<file path="src/rtl/sum_tx_sequencer_pkg.sv">
// ---------------------------------------------------------------------------
// sum_tx_pkg
// Shared definitions for the sum report sequencer:
//   - state_t    : sequencer FSM states
//   - CH_*       : fixed ASCII characters used in the report frame
//   - FRAME_LEN  : number of bytes per frame
//   - LAST_IDX   : byte index of the final byte of a frame
// Build option: define SUM_TX_CRLF_EN to append CR LF to every frame
// (8 bytes); leave it undefined for the bare 6-byte frame.
// ---------------------------------------------------------------------------
package sum_tx_pkg;

    typedef enum logic [2:0] {
        IDLE,
        ISSUE,
        WAIT_ACK,
        WAIT_DONE,
        DONE
    } state_t;

    localparam logic [7:0] CH_PLUS = 8'h2B;
    localparam logic [7:0] CH_EQ   = 8'h3D;
    localparam logic [7:0] CH_CR   = 8'h0D;
    localparam logic [7:0] CH_LF   = 8'h0A;

`ifdef SUM_TX_CRLF_EN
    localparam int FRAME_LEN = 8;
`else
    localparam int FRAME_LEN = 6;
`endif

    localparam logic [2:0] LAST_IDX = 3'(FRAME_LEN - 1);

endpackage

</file>
<file path="src/rtl/sum_tx_sequencer_if.sv">
// ---------------------------------------------------------------------------
// sum_tx_sequencer_if
// Bundles the operand/sum latch inputs, the UART transmitter handshake and
// the frame status flags of the sum report sequencer.
//   start    : request one frame
//   a_val    : latched operand A (4 bits)
//   b_val    : latched operand B (4 bits)
//   sum_val  : A+B from the adder (5 bits)
//   tx_busy  : UART transmitter busy
//   tx_data  : byte presented to the UART (8 bits)
//   tx_en    : one-cycle load strobe to the UART
//   busy     : frame in progress
//   done     : one-cycle pulse after the last byte completes
//   err      : sticky ack-timeout flag
// Modports: master = the sequencer, slave = its surroundings.
// ---------------------------------------------------------------------------
interface sum_tx_sequencer_if;

    logic       start;
    logic [3:0] a_val;
    logic [3:0] b_val;
    logic [4:0] sum_val;
    logic       tx_busy;
    logic [7:0] tx_data;
    logic       tx_en;
    logic       busy;
    logic       done;
    logic       err;

    modport master (
        input  start, a_val, b_val, sum_val, tx_busy,
        output tx_data, tx_en, busy, done, err
    );

    modport slave (
        output start, a_val, b_val, sum_val, tx_busy,
        input  tx_data, tx_en, busy, done, err
    );

endinterface

</file>
<file path="src/rtl/sum_tx_sequencer_nib2ascii.sv">
// ---------------------------------------------------------------------------
// nib2ascii
// Combinational encoder from a 4-bit nibble to its uppercase ASCII hex digit.
//   nib_i   : nibble to encode
//   ascii_o : '0'..'9' (0x30..0x39) or 'A'..'F' (0x41..0x46)
// ---------------------------------------------------------------------------
module nib2ascii (
    input  logic [3:0] nib_i,
    output logic [7:0] ascii_o
);

    // Digits start at '0'; letters start at 'A', i.e. 0x41 - 10 = 0x37.
    always_comb begin
        if (nib_i < 4'd10) begin
            ascii_o = 8'h30 + {4'h0, nib_i};
        end else begin
            ascii_o = 8'h37 + {4'h0, nib_i};
        end
    end

endmodule

</file>
<file path="src/rtl/sum_tx_sequencer.sv">
// ---------------------------------------------------------------------------
// sum_tx_sequencer
// Owns the UART transmitter of the sum-latch system. On start it snapshots
// A, B and the sum, then sends the ASCII frame "<A>+<B>=<sumHi><sumLo>"
// (optionally followed by CR LF) one byte at a time, handshaking on the
// transmitter's busy flag.
// Ports:
//   clk     : system clock
//   reset_n : asynchronous active-low reset
//   bus     : sum_tx_sequencer_if.master (operands, UART handshake, status)
// Parameter:
//   ACK_TIMEOUT : cycles allowed for tx_busy to rise after tx_en
// Build option: SUM_TX_CRLF_EN appends CR LF to the frame.
// ---------------------------------------------------------------------------
module sum_tx_sequencer
    import sum_tx_pkg::*;
#(
    parameter int ACK_TIMEOUT = 16
) (
    input logic          clk,
    input logic          reset_n,
    sum_tx_sequencer_if.master bus
);

    localparam int               CNT_W    = $clog2(ACK_TIMEOUT + 1);
    localparam logic [CNT_W-1:0] CNT_LAST = CNT_W'(ACK_TIMEOUT - 1);

    state_t           state_q;
    logic [2:0]       idx_q;
    logic [CNT_W-1:0] cnt_q;
    logic [3:0]       a_q;
    logic [3:0]       b_q;
    logic [4:0]       sum_q;
    logic [7:0]       txData_q;
    logic             txEn_q;
    logic             busy_q;
    logic             done_q;
    logic             err_q;

    logic [7:0]       aChar;
    logic [7:0]       bChar;
    logic [7:0]       sumLoChar;
    logic [7:0]       sumHiChar;
    logic [7:0]       byte_d;

    // Hex encoders work on the snapshot, so operand changes mid-frame
    // cannot leak into the bytes still to be sent.
    nib2ascii uEncA   (.nib_i(a_q),        .ascii_o(aChar));
    nib2ascii uEncB   (.nib_i(b_q),        .ascii_o(bChar));
    nib2ascii uEncSum (.nib_i(sum_q[3:0]), .ascii_o(sumLoChar));

    assign sumHiChar = sum_q[4] ? 8'h31 : 8'h30;

    // Byte mux: picks the frame byte for the current index.
    always_comb begin
        byte_d = 8'h00;
        case (idx_q)
            3'd0:    byte_d = aChar;
            3'd1:    byte_d = CH_PLUS;
            3'd2:    byte_d = bChar;
            3'd3:    byte_d = CH_EQ;
            3'd4:    byte_d = sumHiChar;
            3'd5:    byte_d = sumLoChar;
`ifdef SUM_TX_CRLF_EN
            3'd6:    byte_d = CH_CR;
            3'd7:    byte_d = CH_LF;
`endif
            default: byte_d = 8'h00;
        endcase
    end

    // Frame sequencer. tx_en and done default low every cycle so each is a
    // single-cycle pulse. The ack counter is zeroed when a byte is issued;
    // err fires on the ACK_TIMEOUT-th cycle after tx_en without tx_busy.
    always_ff @(posedge clk or negedge reset_n) begin
        if (!reset_n) begin
            state_q  <= IDLE;
            idx_q    <= 3'd0;
            cnt_q    <= '0;
            a_q      <= 4'h0;
            b_q      <= 4'h0;
            sum_q    <= 5'h00;
            txData_q <= 8'h00;
            txEn_q   <= 1'b0;
            busy_q   <= 1'b0;
            done_q   <= 1'b0;
            err_q    <= 1'b0;
        end else begin
            txEn_q <= 1'b0;
            done_q <= 1'b0;
            case (state_q)
                IDLE: begin
                    if (bus.start) begin
                        a_q     <= bus.a_val;
                        b_q     <= bus.b_val;
                        sum_q   <= bus.sum_val;
                        idx_q   <= 3'd0;
                        err_q   <= 1'b0;
                        busy_q  <= 1'b1;
                        state_q <= ISSUE;
                    end
                end
                ISSUE: begin
                    if (!bus.tx_busy) begin
                        txEn_q   <= 1'b1;
                        txData_q <= byte_d;
                        cnt_q    <= '0;
                        state_q  <= WAIT_ACK;
                    end
                end
                WAIT_ACK: begin
                    if (bus.tx_busy) begin
                        state_q <= WAIT_DONE;
                    end else if (cnt_q == CNT_LAST) begin
                        err_q   <= 1'b1;
                        busy_q  <= 1'b0;
                        state_q <= IDLE;
                    end else begin
                        cnt_q <= cnt_q + 1'b1;
                    end
                end
                WAIT_DONE: begin
                    if (!bus.tx_busy) begin
                        if (idx_q == LAST_IDX) begin
                            done_q  <= 1'b1;
                            state_q <= DONE;
                        end else begin
                            idx_q   <= idx_q + 1'b1;
                            state_q <= ISSUE;
                        end
                    end
                end
                DONE: begin
                    busy_q  <= 1'b0;
                    state_q <= IDLE;
                end
                default: begin
                    busy_q  <= 1'b0;
                    state_q <= IDLE;
                end
            endcase
        end
    end

    assign bus.tx_data = txData_q;
    assign bus.tx_en   = txEn_q;
    assign bus.busy    = busy_q;
    assign bus.done    = done_q;
    assign bus.err     = err_q;

endmodule

</file>
<file path="src/flat_wrapper.sv">
// flat-port wrapper written by rule: the top's interface ports become plain ports
module sum_tx_sequencer_flat import sum_tx_pkg::*;
#(
    parameter int ACK_TIMEOUT = 16
)
  (clk, reset_n, bus_start, bus_a_val, bus_b_val, bus_sum_val, bus_tx_busy, bus_tx_data, bus_tx_en, bus_busy, bus_done, bus_err);
  sum_tx_sequencer_if bus_i ();
  input logic clk;
  input logic reset_n;
  input wire logic [$bits(bus_i.start)-1:0] bus_start;
  input wire logic [$bits(bus_i.a_val)-1:0] bus_a_val;
  input wire logic [$bits(bus_i.b_val)-1:0] bus_b_val;
  input wire logic [$bits(bus_i.sum_val)-1:0] bus_sum_val;
  input wire logic [$bits(bus_i.tx_busy)-1:0] bus_tx_busy;
  output wire logic [$bits(bus_i.tx_data)-1:0] bus_tx_data;
  output wire logic [$bits(bus_i.tx_en)-1:0] bus_tx_en;
  output wire logic [$bits(bus_i.busy)-1:0] bus_busy;
  output wire logic [$bits(bus_i.done)-1:0] bus_done;
  output wire logic [$bits(bus_i.err)-1:0] bus_err;
  assign bus_i.start = bus_start;
  assign bus_i.a_val = bus_a_val;
  assign bus_i.b_val = bus_b_val;
  assign bus_i.sum_val = bus_sum_val;
  assign bus_i.tx_busy = bus_tx_busy;
  assign bus_tx_data = bus_i.tx_data;
  assign bus_tx_en = bus_i.tx_en;
  assign bus_busy = bus_i.busy;
  assign bus_done = bus_i.done;
  assign bus_err = bus_i.err;
  sum_tx_sequencer #(.ACK_TIMEOUT(ACK_TIMEOUT)) u_core (.clk(clk), .reset_n(reset_n), .bus(bus_i));
endmodule
</file>
<file path="config.mk">
export PLATFORM = sky130hd
export DESIGN_NAME = sum_tx_sequencer_flat
export DESIGN_NICKNAME = d
export VERILOG_FILES = /design/src/rtl/sum_tx_sequencer_pkg.sv /design/src/rtl/sum_tx_sequencer_if.sv /design/src/rtl/sum_tx_sequencer_nib2ascii.sv /design/src/rtl/sum_tx_sequencer.sv /design/src/flat_wrapper.sv
export SDC_FILE = /design/constraint.sdc
export NUM_CORES = 1
export LEC_CHECK = 0
export BUFFER_PORTS_ARGS = -buffer_cell sky130_fd_sc_hd__buf_2
export CORE_MARGIN = 4
export CORE_UTILIZATION = 57
export DETAILED_ROUTE_END_ITERATION = 6
export PLACE_DENSITY = 0.88
export SLEW_MARGIN = 5
export SYNTH_ARGS = -nofsm -noshare
export SYNTH_HDL_FRONTEND = slang
export SYNTH_HIERARCHICAL = 1
export SYNTH_SLANG_ARGS = --single-unit
</file>
<file path="constraint.sdc">
create_clock -name clk -period 3.3 [get_ports clk]
set_clock_uncertainty 0.1 [all_clocks]
set_input_delay 0.165 -clock clk [delete_from_list [all_inputs] [get_ports clk]]
set_output_delay 0.165 -clock clk [all_outputs]
set_load 0.02 [all_outputs]
</file>
==> flow_summary.yaml, run 1 <==
run_status:
  status: "finished clean"
timing:
  fmax_mhz: 416
  period_minus_slack_ps: 2400
  worst_pin_slew_ps: 775
  final_hold_viol_count: 0
  fin_tns_setup_ps: 0
  slew_headroom_pct: 48.3
  rsz0062_at_grt: "no"
  whs_ps: 136
  fin_ws_ps: 897
  period_share_pct: 72.8
  finalSetupViolations: 0
  slew_viol_final: 0
critical_path:
  cpMostUsedCell: "ha_1"
  path_cells: "ha_1 > and3_1 > ha_1 > or3b_1 > a211o_1 > or4_1 > nand3_1"
  worst_setup_path_end_kind: "register"
  crit_family: "simple AND/OR/NAND/NOR gates"
  cp_slowest_cell: "dfrtp_1"
  path_max_fanout: 5
  max_stage_delay_ps: 420
  cp.arrival_ps: 2520
  path_buf_inv: 0
  startpoint_type: "register"
  cp.required_ps: 3410
  crit_type: "register to register"
run:
  maxCapViolations: 0
logic_synthesis:
  synth_top_cell_area_share_pct: 43.1
  yosys-top-cells-area: "dfrtp_1 43%, nand2_1 9.0%, ha_1 6.0%"
  synth_area_um2: 2090
  synth.avg_cell_area_um2: 8.50
  synth-main-ff-cell: "dfrtp_1"
  yosysTopAreaCell: "dfrtp_1"
  synth-seq-cells: 36
  synth_top_cells_by_count: "50 x nand2_1, 36 x dfrtp_1, 23 x a21oi_1, 19 x nor2_1"
  synthCells: 246
  ys_seq_area_share_pct: 43.1
  synth_edf_count: 0
  async_reset_ff_share_pct: 100
  ys_warn_count: 6
  synth_most_common_cell: "nand2_1"
  synth_nets: 273
  synth.distinct_cells: 44
clocking:
  clockRootBuffer: "clkbuf_8"
  clk-insertion-delay-late_ps: 280
  cts_setup_buffers: 0
  cts_resized: 0
  cts_inserted_buffers: 5
  clk_path_buf_depth: 2
  htreeDepth: 2
  cts.reportedPaths.clkPinSlew_ps: 70
  ctsHoldBuffers: 14
  cts.sinks: 36
  cts_tree: "built"
detailed_routing:
  drt_pass1_iterations: 4
  num_vias: 1765
  drtIter0Drc: 144
  wl_um: 4390
  viasPerCell: 5.35
  drtAntennaViolNets: 0
  route.detailed.drc: 0
  wire_per_inst_um: 13.3
grt:
  grt_pass1_vias: 1618
  antenna_found_initial: 0
  grt_pass1_wl_um: 7370
  grtUsageTotal_pct: 21.0
  grt_overflow: 0
  grt_max_degree: 37
die:
  core-area_um2: 3440
  num_rows: 21
  io-pin-count: 29
  die_w_um: 68.6
  dieArea_um2: 4700
  initial_core_util_pct: 60.7
  die_h_um: 68.6
cells_and_area:
  antenna_cells: 0
  stdcell_count: 330
  area_growth_pct: 17.8
  drive_gt1_share_pct: 15.8
  nets: 310
  fin_area_um2: 2460
  final_util_pct: 71.6
power_and_ir_drop:
  leakage_nw: 1.17
  ir_worst_vdd_mv: 0.409
  p_total_mw: 2.15
  cellPowerDensity_nw_per_um2: 872
placed_design:
  place_hpwl_um: 3020
  dpl_cell_area_um2: 2240
  place_congestion: 0.859
  dp.cells: 308
  io_buffers: 28
  pre_cts_ws_ps: 925
min_path:
  hold_class: "input port to register"
power by group:
part / switching [mW] / leakage (nW) / internal, mW / total [mW]
Clock: 0.151 / 0.0479 / 0.147 / 0.298
Sequential: 0.227 / 0.451 / 0.617 / 0.844
Combinational: 0.563 / 0.673 / 0.444 / 1.01
Total: 0.941 / 1.17 / 1.21 / 2.15
worst min-delay path: stages:
cell and delay [ps]:
buf_2 110, a21oi_1 150, a211oi_1 60
placed cells by master (no fill, tap or decap), types with 2 or more instances in the layout:
master,instances
nor2b_1,8
dlygate4sd3_1,14
a22oi_1,2
xnor2_1,3
o21a_1,4
nand2_1,50
clkbuf_8,5
inv_1,12
nor3b_1,5
mux2_2,2
a21oi_1,23
nand2_2,3
o21ai_1,3
conb_1,3
ha_1,10
nand2b_1,2
a22o_1,4
dfrtp_1,36
nor2_1,19
clkinv_2,2
a221oi_1,4
o21ai_0,12
mux2_1,3
nand3_1,4
buf_4,2
buf_2,28
state kept, by name, summed over array words and instances (netlist names):
| register | cells |
|---|---|
| u_core/a_q | 4 |
| u_core/b_q | 4 |
| u_core/bus.busy | 1 |
| u_core/bus.done | 1 |
| u_core/bus.err | 1 |
| u_core/bus.tx_data | 8 |
| u_core/bus.tx_en | 1 |
| u_core/cnt_q | 5 |
| u_core/idx_q | 3 |
| u_core/state_q | 3 |
| u_core/sum_q | 5 |
logic make-up (layout without fill, tap and decap cells):
| group | count (synthesis) | in the layout | synth area share [%] |
|---|---|---|---|
| AO/OA/AOI/OAI | 61 | 61 | 18.0 |
| XOR/XNOR | 3 | 3 | 1.26 |
| adder cells (fa/ha/maj) | 10 | 10 | 5.98 |
| buffers and inverters | 26 | 64 | 5.39 |
| flip-flops | 36 | 36 | 43.1 |
| multiplexers | 6 | 6 | 3.17 |
| other | 3 | 3 | 0.539 |
| AND/OR/NAND/NOR | 101 | 101 | 22.6 |
final timing paths:
path,startpoint,end,slack (ps),cells past startpoint
hold reg to reg,u_core/bus.tx_data[4],u_core/bus.tx_data[4],390,1
max in group asynchronous,reset_n,u_core/b_q[0],2220,2
min in group asynchronous,reset_n,u_core/sum_q[1],390,2
setup / recovery,u_core/cnt_q[0],u_core/cnt_q[3],900,7
setup reg to reg,u_core/cnt_q[0],u_core/cnt_q[3],900,7
hold / removal,bus_start,u_core/bus.busy,140,3
routing by layer:
metal	routed length, um	global-route usage (%)	up-vias
met3	187	4.21	2
met4	30	8.68	0
met5	0	0	-
li1	-	-	912
met1	2100	28.8	816
met2	2070	32.4	35
cell type report:
type / count / area [um2]
Clock buffer: 5 / 68.8
Sequential cell: 36 / 901
Multi-Input combinational cell: 184 / 1080
Tap cell: 46 / 57.6
Clock inverter: 3 / 18.8
Timing Repair Buffer: 44 / 295
Fill cell: 261 / 978
Inverter: 12 / 45.0
Power figures use the tool's default switching activity.
==> inputs of run 2 (changes only) <==
--- a/config.mk
+++ b/config.mk
@@ -7,9 +7,9 @@
 export LEC_CHECK = 0
 export BUFFER_PORTS_ARGS = -buffer_cell sky130_fd_sc_hd__buf_2
 export CORE_MARGIN = 4
-export CORE_UTILIZATION = 57
+export CORE_UTILIZATION = 51
 export DETAILED_ROUTE_END_ITERATION = 6
-export PLACE_DENSITY = 0.88
+export PLACE_DENSITY = 0.84
 export SLEW_MARGIN = 5
 export SYNTH_ARGS = -nofsm -noshare
 export SYNTH_HDL_FRONTEND = slang
==> constraint.sdc (replaced) <==
create_clock -name clk -period 2 [get_ports clk]
set_clock_uncertainty 0.1 [all_clocks]
set_input_delay 0.1 -clock clk [delete_from_list [all_inputs] [get_ports clk]]
set_output_delay 0.1 -clock clk [all_outputs]
set_load 0.02 [all_outputs]
==> run 2 against run 1 <==
The flow now finishes with violations (setup timing). Maximum frequency grew 11%. Clock power grew 120%. Sequential power grew 61%. Setup slack lost 1100 ps. Via count grew 5.8%. First-iteration DRC count shrank 15%. Core utilization shrank 5.9 points. Die area grew 10%. Largest cell class unchanged. Highest routed layer unchanged.
==> flow_summary.yaml, run 2 (synthesis results as in run 1) <==
run_status:
  status: "complete, but fails checks"
  failed_checks: "setup timing"
timing:
  fin_tns_setup_ps: -317
  fmax_mhz: 462
  finalSetupViolations: 2
  worst_pin_slew_ps: 809
  period_minus_slack_ps: 2160
  slew_viol_final: 0
  fin_ws_ps: -163
  rsz0062_at_grt: "yes"
  final_hold_viol_count: 0
  period_share_pct: 108
  slew_headroom_pct: 46.1
detailed_routing:
  wire_per_inst_um: 14.1
  met1_length_um: 2180
  drt_pass1_iterations: 4
  drtAntennaViolNets: 0
  route.met2.wl_um: 2370
  num_vias: 1868
  wl_um: 4870
  route.detailed.drc: 0
  drtIter0Drc: 123
  viasPerCell: 5.41
  met3WireLength_um: 203
  top_layer: "met4"
critical_path:
  startpoint_type: "register"
  path_max_fanout: 2
  cp_slowest_cell: "or4_1"
  crit_family: "simple AND/OR/NAND/NOR gates"
  endpoint: "u_core/cnt_q[3]"
  path_cells: "ha_2 > and3_4 > ha_4 > or3b_1 > a211o_1 > or4_1 > nand3_1"
  worst_setup_path_end_kind: "register"
  r2r_slack_ps: -160
  max_stage_delay_ps: 400
  path_buf_inv: 0
  cp.arrival_ps: 2300
  reg2reg_depth: 7
  crit_type: "register to register"
  r2r-start: "u_core/cnt_q[1]"
  r2r_end: "u_core/cnt_q[3]"
  crit_cells: 7
  setup.worst_path.start: "u_core/cnt_q[1]"
  cp.required_ps: 2130
cells_and_area:
  final_cell_mix: "50 x nand2_1, 35 x dfrtp_1, 28 x buf_2"
  n_fill_cell: 325
  nets: 321
  fin_area_um2: 2610
  drive_gt1_share_pct: 21.0
  largest_reg_flops: 8
  area_growth_pct: 24.8
  final_common_cell: "nand2_1"
  final_util_pct: 65.7
  antenna_cells: 0
clocking:
  clockRootBuffer: "clkbuf_8"
  clk_path_buf_depth: 2
  cts.reportedPaths.clkPinSlew_ps: 80
  cts.sinks: 36
  htreeDepth: 2
  cts_tree: "built"
  clk-insertion-delay-late_ps: 290
  cts_inserted_buffers: 5
power_and_ir_drop:
  leakage_nw: 1.23
  ir_worst_vdd_mv: 0.578
  cellPowerDensity_nw_per_um2: 1480
die:
  die_w_um: 72.0
  dieArea_um2: 5190
  num_rows: 23
  io-pin-count: 29
  initial_core_util_pct: 52.6
  die_h_um: 72.0
  core-area_um2: 3970
grt:
  grtUsageTotal_pct: 19.6
  grt_pass1_wl_um: 8000
  antenna_found_initial: 0
  grt_overflow: 0
  grt_max_degree: 37
  grt_pass1_vias: 1807
min_path:
  hold_class: "input port to register"
placed_design:
  io_buffers: 28
  place_hpwl_um: 3140
  dpl_cell_area_um2: 2310
  place_congestion: 0.875
run:
  maxCapViolations: 0
## run 2: changes by cell type in the layout (fill, tap and decap cells not counted), sizes merged
cell,delta
buf,+11
bufinv,+1
clkinv,-2
clkinvlp,+1
## run 2: layer usage
layer	global-route usage, %	vias up
met4	8.98	0
met2	33.1	52
met3	4.16	14
li1	-	928
met5	0	-
met1	24.0	874
## run 2: worst min-delay path by stage
stage	to	startpoint	depth (start not counted)	slack [ps]
after floorplan	u_core/a_q[0]	reset_n	0	-300
after global placement	u_core/b_q[2]	reset_n	1	120
after detailed placement	u_core/sum_q[2]	reset_n	1	140
after CTS	u_core/bus.busy	bus_start	3	50
after global routing	u_core/bus.busy	bus_start	3	80
final	u_core/bus.busy	bus_start	3	50
## run 2: tightest hold or removal path, stage by stage
cell,delay [ps]
buf_2,100
a21oi_1,140
a211oi_1,60
## run 2: layout make-up
type	count	area, um2	share of cell area [%]
Sequential cell	36	902	34.6
Timing Repair Buffer	55	382	14.6
Clock inverter	3	42.5	1.63
Inverter	12	45.0	1.73
Clock buffer	5	68.8	2.64
Multi-Input combinational cell	184	1110	42.4
Tap cell	50	62.6	2.40
## run 2: where the power goes
group          switching (mW)  internal (mW)  total, mW
Sequential              0.334           1.02       1.36
Clock                   0.272          0.369      0.641
Combinational            1.03          0.833       1.87
## run 2: timing repair
| item | in CTS | in global routing |
|---|---|---|
| endpoints found under the setup margin | 2 | 3 |
| resized for setup | 5 | 3 |
| setup buffers | 2 | 1 |
| hold buffers | 14 | 0 |
| pin swaps | 1 | 0 |
| hold endpoints to repair | 49 | 0 |
## run 2: through the flow
step | instances | worst slack (ps) | total power, mW | hold WS (ps)
floorplan | 246 | -172 | 2.58 | -296
global placement | 320 | -128 | 3.03 | 123
detailed placement | 320 | -175 | 3.11 | 142
CTS | 344 | -152 | 3.81 | 46.2
global route | 345 | -245 | 4.15 | 76.4
finish | 345 | -163 | 3.86 | 48.4
==> inputs of run 3 (changes only) <==
--- a/config.mk
+++ b/config.mk
@@ -5,11 +5,13 @@
 export SDC_FILE = /design/constraint.sdc
 export NUM_CORES = 1
 export LEC_CHECK = 0
+export ABC_CLOCK_PERIOD_IN_PS = 2000
 export BUFFER_PORTS_ARGS = -buffer_cell sky130_fd_sc_hd__buf_2
 export CORE_MARGIN = 4
-export CORE_UTILIZATION = 51
+export CORE_UTILIZATION = 54
+export CTS_BUF_LIST = sky130_fd_sc_hd__clkbuf_8
 export DETAILED_ROUTE_END_ITERATION = 6
-export PLACE_DENSITY = 0.84
+export PLACE_DENSITY = 0.88
 export SLEW_MARGIN = 5
 export SYNTH_ARGS = -nofsm -noshare
 export SYNTH_HDL_FRONTEND = slang
==> run 3 against run 2 <==
The flow still finishes with violations (setup timing). Flip-flop and latch count did not move. Setup slack got worse by 4.9 ps. Critical path type unchanged. Global-route usage rose by 0.87 points. Register-to-register slack barely moved. Combinational power fell by 5%. Sequential power barely moved. Critical path depth did not move. Design area fell by 1.4%.
==> flow_summary.yaml, run 3 (synthesis results as in run 1) <==
run_status:
  status: "complete, but fails checks"
  failed_checks: "setup timing"
critical_path:
  startpoint_type: "register"
  cp.arrival_ps: 2300
  cp.required_ps: 2130
  r2r_end: "u_core/cnt_q[3]"
  crit_type: "register to register"
  path_max_fanout: 2
  worst_setup_path_end_kind: "register"
  setup.worst_path.start: "u_core/cnt_q[1]"
  r2r_slack_ps: -170
  reg2reg_depth: 7
  r2r-start: "u_core/cnt_q[1]"
cells_and_area:
  n_fill_cell: 292
  final_util_pct: 69.8
  area_growth_pct: 23.1
  nets: 320
  final_common_cell: "nand2_1"
  antenna_cells: 0
  drive_gt1_share_pct: 20.7
  largest_reg_flops: 8
  final_cell_mix: "50 x nand2_1, 35 x dfrtp_1, 28 x buf_2"
min_path:
  min_path_cells: 3
  hold_class: "input port to register"
  hp-start: "bus_start"
  hold_end: "u_core/bus.busy"
timing:
  worst_pin_slew_ps: 811
  fin_tns_setup_ps: -226
  period_minus_slack_ps: 2170
  period_share_pct: 108
  slew_headroom_pct: 46.0
  rsz0062_at_grt: "yes"
  fmax_mhz: 461
  finalSetupViolations: 2
  slew_viol_final: 0
  final_hold_viol_count: 0
  fin_ws_ps: -168
grt:
  grt_max_degree: 37
  grt_overflow: 0
  grt_pass1_wl_um: 8290
  grtUsageTotal_pct: 20.5
  grt_pass1_vias: 1867
  antenna_found_initial: 0
detailed_routing:
  wl_um: 4730
  drtAntennaViolNets: 0
  drtIter0Drc: 150
  route.detailed.drc: 0
  viasPerCell: 5.44
  wire_per_inst_um: 13.8
  num_vias: 1861
  drt_pass1_iterations: 4
run:
  maxCapViolations: 0
clocking:
  cts.reportedPaths.clkPinSlew_ps: 70
  clk-insertion-delay-late_ps: 290
  cts_tree: "built"
  clk_path_buf_depth: 2
  cts_inserted_buffers: 5
  clockRootBuffer: "clkbuf_8"
  cts.sinks: 36
  htreeDepth: 2
placed_design:
  pre_cts_ws_ps: -194
  place_congestion: 0.815
  place_hpwl_um: 3200
  io_buffers: 28
die:
  die_h_um: 70.2
  die_w_um: 70.2
  dieArea_um2: 4930
  initial_core_util_pct: 56.7
  io-pin-count: 29
  num_rows: 22
  core-area_um2: 3690
power_and_ir_drop:
  cellPowerDensity_nw_per_um2: 1440
  p_total_mw: 3.70
  ir_worst_vdd_mv: 0.672
  leakage_nw: 1.22
## run 3: worst max-delay path: stages, from the launching register on
cell	delay, ps
dfrtp_1	390
ha_2	190
and3_4	180
ha_4	150
or3b_1	350
a211o_1	280
or4_1	390
nand3_1	80
## run 3: layout make-up
cell class / count / area, um2 / area share (%)
Multi-Input combinational cell: 184 / 1100 / 42.9
Inverter: 12 / 45.0 / 1.75
Sequential cell: 36 / 902 / 35.1
Timing Repair Buffer: 54 / 370 / 14.4
Clock inverter: 2 / 10.0 / 0.389
Clock buffer: 6 / 82.6 / 3.21
Tap cell: 48 / 60.1 / 2.33
## run 3: worst max path at each step
stage / endpoint / slack (ps) / depth (start not counted)
detailed placement: u_core/cnt_q[3] / -190 / 7
global placement: u_core/cnt_q[3] / -120 / 7
global route: u_core/cnt_q[3] / -260 / 7
CTS: u_core/cnt_q[3] / -170 / 7
floorplan: u_core/cnt_q[3] / -170 / 7
finish: u_core/cnt_q[3] / -170 / 7
## run 3: routing by layer
metal  up-vias  part of all wire (%)  global-route usage (%)
met1       889                    45                    25.2
met5         -                     0                       0
li1        930                     -                       -
met4         0                   1.2                    6.81
met2        37                    49                    35.4
met3         5                   3.9                    4.17
## run 3: metrics by stage
step / instances / cell area [um2] / hold WS (ps)
6_report: 342 / 2570 / 56.2
3_3_place_gp: 317 / 2300 / 119
4_1_cts: 341 / 2560 / 44.0
5_1_grt: 342 / 2570 / 68.4
3_5_place_dp: 317 / 2300 / 140
2_1_floorplan: 246 / 2100 / -296
## run 3: power breakdown
| group | switching [mW] | internal (mW) | total, mW |
|---|---|---|---|
| clock network | 0.264 | 0.275 | 0.539 |
| registers | 0.358 | 1.02 | 1.38 |
| logic | 0.984 | 0.799 | 1.78 |
| total | 1.61 | 2.10 | 3.70 |
## run 3: what timing repair did
item	CTS	global route
gates resized for setup	4	3
pin swaps	1	0
hold endpoints to repair	49	0
setup endpoints to repair	2	5
hold buffers	14	0
buffers inserted	2	1
